## src/rtl/pipe_stage_reg.sv

```systemverilog
// Elastic multi-slot pipeline register with per-slot valid, ready/valid backpressure,
// flush and occupancy. Optional input skid entry enabled by PIPE_STAGE_SKID_EN.
module pipe_stage_reg #(
  parameter int unsigned DATA_W  = 64,
  parameter int unsigned CTRL_W  = 9,
  parameter int unsigned INSTR_W = 32,
  parameter int unsigned STAGES  = 1
) (
  input  logic                            clk,
  input  logic                            rst_n,
  input  logic                            flush,
  input  logic                            in_valid,
  output logic                            in_ready,
  input  logic [CTRL_W-1:0]               in_ctrl,
  input  logic [DATA_W-1:0]               in_data,
  input  logic [INSTR_W-1:0]              in_instr,
  output logic                            out_valid,
  input  logic                            out_ready,
  output logic [CTRL_W-1:0]               out_ctrl,
  output logic [DATA_W-1:0]               out_data,
  output logic [INSTR_W-1:0]              out_instr,
  output logic [$clog2(STAGES+2)-1:0]     occupancy
);

  localparam int unsigned OccW = $clog2(STAGES + 2);

  logic [STAGES-1:0]  slotValid;
  logic [CTRL_W-1:0]  slotCtrl  [STAGES];
  logic [DATA_W-1:0]  slotData  [STAGES];
  logic [INSTR_W-1:0] slotInstr [STAGES];

  logic [STAGES:0]    ready;

  logic               srcValid;
  logic [CTRL_W-1:0]  srcCtrl;
  logic [DATA_W-1:0]  srcData;
  logic [INSTR_W-1:0] srcInstr;

  logic [STAGES-1:0]  prevValid;
  logic [CTRL_W-1:0]  prevCtrl  [STAGES];
  logic [DATA_W-1:0]  prevData  [STAGES];
  logic [INSTR_W-1:0] prevInstr [STAGES];

  // A slot may take a new beat when empty or when its successor is moving.
  always_comb begin
    ready = '0;
    ready[STAGES] = out_ready;
    for (int i = STAGES - 1; i >= 0; i--) begin
      ready[i] = !slotValid[i] || ready[i+1];
    end
  end

`ifdef PIPE_STAGE_SKID_EN
  logic               skidValid;
  logic [CTRL_W-1:0]  skidCtrl;
  logic [DATA_W-1:0]  skidData;
  logic [INSTR_W-1:0] skidInstr;

  // in_ready depends only on the skid flop (and flush), never on out_ready.
  assign in_ready = !skidValid && !flush;

  // A parked skid beat always has precedence over new input into slot 0.
  assign srcValid = skidValid || in_valid;
  assign srcCtrl  = skidValid ? skidCtrl  : in_ctrl;
  assign srcData  = skidValid ? skidData  : in_data;
  assign srcInstr = skidValid ? skidInstr : in_instr;

  always_ff @(posedge clk or negedge rst_n) begin
    if (!rst_n) begin
      skidValid <= 1'b0;
      skidCtrl  <= '0;
      skidData  <= '0;
      skidInstr <= '0;
    end else if (flush) begin
      skidValid <= 1'b0;
      skidCtrl  <= '0;
    end else if (skidValid) begin
      if (ready[0]) begin
        skidValid <= 1'b0;
        skidCtrl  <= '0;
      end
    end else if (in_valid && !ready[0]) begin
      skidValid <= 1'b1;
      skidCtrl  <= in_ctrl;
      skidData  <= in_data;
      skidInstr <= in_instr;
    end
  end
`else
  assign in_ready = ready[0] && !flush;
  assign srcValid = in_valid;
  assign srcCtrl  = in_ctrl;
  assign srcData  = in_data;
  assign srcInstr = in_instr;
`endif

  always_comb begin
    prevValid[0] = srcValid;
    prevCtrl[0]  = srcCtrl;
    prevData[0]  = srcData;
    prevInstr[0] = srcInstr;
    for (int i = 1; i < STAGES; i++) begin
      prevValid[i] = slotValid[i-1];
      prevCtrl[i]  = slotCtrl[i-1];
      prevData[i]  = slotData[i-1];
      prevInstr[i] = slotInstr[i-1];
    end
  end

  always_ff @(posedge clk or negedge rst_n) begin
    if (!rst_n) begin
      slotValid <= '0;
      for (int i = 0; i < STAGES; i++) begin
        slotCtrl[i]  <= '0;
        slotData[i]  <= '0;
        slotInstr[i] <= '0;
      end
    end else if (flush) begin
      slotValid <= '0;
      for (int i = 0; i < STAGES; i++) begin
        slotCtrl[i] <= '0;
      end
    end else begin
      for (int i = 0; i < STAGES; i++) begin
        if (ready[i]) begin
          slotValid[i] <= prevValid[i];
          // Bubbles clear ctrl so no side effect leaks out; data/instr just hold.
          if (prevValid[i]) begin
            slotCtrl[i]  <= prevCtrl[i];
            slotData[i]  <= prevData[i];
            slotInstr[i] <= prevInstr[i];
          end else begin
            slotCtrl[i] <= '0;
          end
        end
      end
    end
  end

  always_comb begin
    occupancy = '0;
    for (int i = 0; i < STAGES; i++) begin
      occupancy = occupancy + OccW'(slotValid[i]);
    end
`ifdef PIPE_STAGE_SKID_EN
    occupancy = occupancy + OccW'(skidValid);
`endif
  end

  assign out_valid = slotValid[STAGES-1];
  assign out_ctrl  = slotValid[STAGES-1] ? slotCtrl[STAGES-1] : '0;
  assign out_data  = slotData[STAGES-1];
  assign out_instr = slotInstr[STAGES-1];

endmodule

```

## config.mk

```make
export PLATFORM = sky130hd
export DESIGN_NAME = pipe_stage_reg
export DESIGN_NICKNAME = d
export VERILOG_FILES = /design/src/rtl/pipe_stage_reg.sv
export SDC_FILE = /design/constraint.sdc
export NUM_CORES = 1
export LEC_CHECK = 0
export BUFFER_PORTS_ARGS = -buffer_cell sky130_fd_sc_hd__buf_2
export CAP_MARGIN = 20
export CORE_MARGIN = 2
export CORE_UTILIZATION = 25
export DETAILED_ROUTE_END_ITERATION = 12
export HOLD_SLACK_MARGIN = 0.08
export PLACE_DENSITY_LB_ADDON = 0.3
export SLEW_MARGIN = 25
export SYNTH_ARGS = -nofsm -noshare
export SYNTH_HDL_FRONTEND = slang
export SYNTH_SLANG_ARGS = --single-unit
export TNS_END_PERCENT = 100
```

## constraint.sdc

```tcl
create_clock -name clk -period 2.4 [get_ports clk]
set_input_delay 0.36 -clock clk [delete_from_list [all_inputs] [get_ports clk]]
set_output_delay 0.36 -clock clk [all_outputs]
set_load 0.01 [all_outputs]
```

Word-level counts from Yosys, hierarchy flattened
Cells that the tools add are included.
Storage, ports and cells
  ROM bits: 0
  memories kept: 0
  bits in registers: 106
  logic and storage cells: 17
  memory bits (writable): 0
  latch bits: 0
  input port bits: 110
Operators by class
  $mul: 0
  bitwise gates (word level): 1
  reduce and logical (&&, ||, !) cells: 6
  equality and inequality tests: 0
  add/sub/neg operators: 0
  magnitude comparators: 0
  mux-type cells: 6
  divide/modulo/power cells: 0
  shifts and indexed selects: 0
Operators by type and width (count)
  $mux 9: 4
  $reduce_and 3->1: 1
  $logic_not 1->1: 2
  $mux 1: 2
  $reduce_bool 2->1: 1
  $logic_and 1x1->1: 1
  $logic_or 1x1->1: 1
  $not 1->1: 1

Logic depth before layout (Yosys ltp)
  depth in word-level cells: 4
  depth in mapped cells: 5
  depth with buffers taken out: 3

Least setup slack after synthesis
No wires, ideal clock.
  path type: reg2reg
  start: register slotValid (netlist: out_valid)
  end: register slotData, in the netlist out_data[19]
  buffers on the path: 2
  path slack: 785 ps
  arrival: 1487 ps
  cell stages (with the launch flop): 6
  data required time: 2273 ps
  cell sequence: dfrtp_1 -> nor2b_2 -> nor3b_4 -> buf_4 -> buf_6 -> mux2_1
On the way
  longest elaborated chain between the ends: 3
RTL lines
  start: declaration: RTL line 27  | logic [STAGES-1:0] slotValid;
  start signal: indexed assignment: RTL line 126  | slotValid[i] <= prevValid[i];
  $logic_not 1->1: RTL line 49  | ready[i] = !slotValid[i] || ready[i+1];
  $logic_or 1x1->1: RTL line 49
  $reduce_and 3->1 (no line)
  end signal: indexed assignment: RTL line 130  | slotData[i] <= prevData[i];
  end: declaration: RTL line 29  | logic [DATA_W-1:0] slotData [STAGES];
Every way passes these cells.
A chain may end at the register's enable or synchronous reset.

Worst setup path in the final report
  start: register slotValid (netlist: out_valid)
  end: output in_ready
On the way
  longest elaborated chain between the ends: 3
RTL lines
  $logic_not 1->1: RTL line 49
  $logic_or 1x1->1: RTL line 49
  $logic_and 1x1->1: RTL line 90  | assign in_ready = ready[0] && !flush;
  end: declaration: RTL line 13  | output logic in_ready,
Every way passes these cells.

==> impl_metrics.csv <==
group,metric,value,unit
synthesis,postSynthAreaPerCell,15.5,um2
sta,slew_violations,0,
grt,grt_pass1_vias,3060,
die,ios,219,
detailed_routing,first_pass_iters,4,
finish,antenna_cells,0,
synthesis,ys_types,16,
die,fp.dieH,132,um
clock_tree,max-clock-path-buffers,2,
die,core,15900,um2
clock_tree,cts_buffers,9,
synthesis,synth-compound-area-share,0.0111,
synthesis,post-synth-top-area-fraction,0.651,
power_and_ir_drop,vdd.ir_drop.worst,0.000327,V
finish,nNetsFinal,587,
sta,slew_headroom,0.559,
placement,place_inst,681,
synthesis,synth_area_leader_cell,"dfrtp_1",
synthesis,syn-cell-area,4070,um2
die,die-area,17300,um2
synthesis,ys_seq_area_frac,0.651,
finish,ff_latch_area,2650,um2
placement,portBuffers,217,
detailed_routing,routed_wl,9.27,mm
sta,skew,0.00519,ns
flow_run,max_cap_violations,0,
hold_path,hold_class,"input pin to register",
grt,grtUsageTotal,0.110,
detailed_routing,drc_errors,0,
sta,grt_setup_unrepaired,"false",
clock_tree,clock_sinks,106,
grt,use_met2,0.183,
finish,multi_input_area,1310,um2
sta,min_period,1.97,ns
setup_path,path_max_fanout,13,
die,die_x,132,um
synthesis,yosys.area_share.xor_xnor,0,
setup_path,cp-end-kind,"primary output",
synthesis,yosysWarnings,0,
sta,setup-violations-final,0,
die,core.rowCount,46,
grt,grt_pass1_wl,15.2,mm
clock_tree,clock-root-buffer,"clkbuf_16",
die,initial_core_util,0.256,
sta,holdWs,0.225,ns
finish,fillers,1602,
synthesis,synth.net_count,372,
clock_tree,cts_resized,0,
detailed_routing,postRouteAntennaNets,0,
synthesis,synthSimpleGateAreaFrac,0.0442,
finish,synthToLayoutAreaGrowth,39.6,%
detailed_routing,wl_per_cell,13.3,um
synthesis,synth_top_family_by_area,"multiplexers",
setup_path,critPathKind,"register to primary output",
clock_tree,cts_tree,"done",
sta,fin_crit_sh,0.822,
sta,worstMarginPinSlew,0.661,ns
finish,layout.cells.non_filler,698,
finish,layout-drive-gt1-share,0.610,
grt,global_route.usage.met1,0.128,
sta,final.setup.tns,0,ns
synthesis,synthMuxAreaShare,0.265,
synthesis,ys_ff_latch,106,
detailed_routing,vias_per_cell,4.11,
clock_tree,clkTransAtPathRegs,0.07,ns
grt,antenna_found_initial,0,
setup_path,cp.required,2.04,ns
clock_tree,clk_latency,0.34,ns
placement,routabilityCongestion,0.710,
synthesis,synth_cells,262,
detailed_routing,via_count,2871,
placement,dp_hpwl,6.95,mm
clock_tree,cts-htree-levels,3,
detailed_routing,drtIter0Drc,59,
sta,max_freq,507,MHz
setup_path,critPathArrivalTime,1.61,ns
outcome,status,"finished clean",
grt,grt-busiest-layer,"met2",
grt,overflow,0,
synthesis,synthAdderAreaFrac,0,
grt,grt.met3_usage,0.0347,
power_and_ir_drop,power.density,803,nW/um2
sta,final_hold_viol_count,0,
synthesis,netlist_top_cells_area,"dfrtp_1, mux2_2, mux2_1",
grt,grt_max_degree,58,
setup_path,start_kind,"register",
power_and_ir_drop,p_leak,2.76,nW
-- worst max-delay path: stages, from the launching register on --
cell	delay, ns
dfrtp_1	0.52
nor2b_2	0.52
nor2_1	0.08
buf_2	0.15
-- what timing repair did --
action / 4_1_cts / 5_1_grt
endpoints found under the hold margin: 49 / 0
hold buffers: 1 / 0
buffers inserted: 0 / 0
-- flip-flops by register name, summed over array words and instances, names as in the netlist --
name,flops
out_data,64
out_instr,32
slotCtrl,9
out_valid,1
-- synthesized netlist by cell type --
master    count
and2_1        9
conb_1        1
a21oi_1       9
buf_4         3
buf_6         4
clkbuf_1      5
nor2_1        3
nand3_1       9
nand2_1       9
dfrtp_1     106
nor2b_2       1
buf_2         5
mux2_2       56
mux2_1       40
nand2b_1      1
nor3b_4       1
-- worst paths after layout --
check                             startpoint           end  slack [ns]  cells after the start
max in group asynchronous              rst_n  out_data[32]        1.07                      3
worst max register to register     out_valid  out_instr[0]        0.50                      4
worst min-delay path             in_data[19]  out_data[19]        0.22                      2
worst min register to register  out_data[22]  out_data[22]        0.48                      1
worst max-delay path               out_valid      in_ready        0.43                      3
min in group asynchronous              rst_n  out_instr[2]        0.58                      2
-- cell type report --
cell class | instances | share of cell area
clock buffer | 9 | 0.0396
clock inverter | 7 | 0.0121
multi-input combinational | 139 | 0.230
tap | 216 | 0.0475
sequential | 106 | 0.467
timing repair buffer | 221 | 0.204
-- report_power, final --
| part | internal, mW | total, mW | switching (mW) |
|---|---|---|---|
| Combinational | 0.468 | 0.903 | 0.435 |
| Clock | 0.807 | 1.46 | 0.653 |
| Sequential | 2.07 | 2.20 | 0.131 |
| Total | 3.34 | 4.56 | 1.22 |
-- kinds of logic (layout without fill, tap and decap cells) --
group                  count (synthesis)  in the layout
buffers and inverters                 17            237
muxes                                 96             96
DFF                                  106            106
and+or+nand+nor                       33             33
AOI/OAI and AO/OA                      9              9
other                                  1              1
-- metal layers --
layer | wire length, um | vias up
met2 | 4600 | 125
met5 | 0 | -
met1 | 3770 | 1407
met3 | 719 | 11
met4 | 170 | 0
li1 | - | 1328
-- cell usage in the layout, fill, tap and decap left out --
cell type and count:
a21oi_1 9, and2_1 9, buf_12 3, buf_2 216, buf_4 1, bufinv_16 1, clkbuf_16 9, clkinv_2 3
clkinvlp_4 2, conb_1 1, dfrtp_1 106, dlygate4sd3_1 1, inv_6 1, mux2_1 40, mux2_2 56, nand2_1 9
nand2b_1 1, nand3_1 9, nor2_1 3, nor2b_2 1, nor3b_4 1
-- metrics by stage --
step / total power, mW / setup slack [ns] / area [um2] / utilization
after floorplan: 2.68 / 0.785 / 4070 / -
after global placement: 3.13 / 0.555 / 5380 / 0.339
after detailed placement: 3.16 / 0.504 / 5380 / 0.339
after CTS: 4.67 / 0.382 / 5690 / 0.358
after global routing: 4.83 / 0.272 / 5690 / 0.358
final: 4.56 / 0.428 / 5690 / 0.358
No activity file was read; power rests on OpenSTA's default activity.
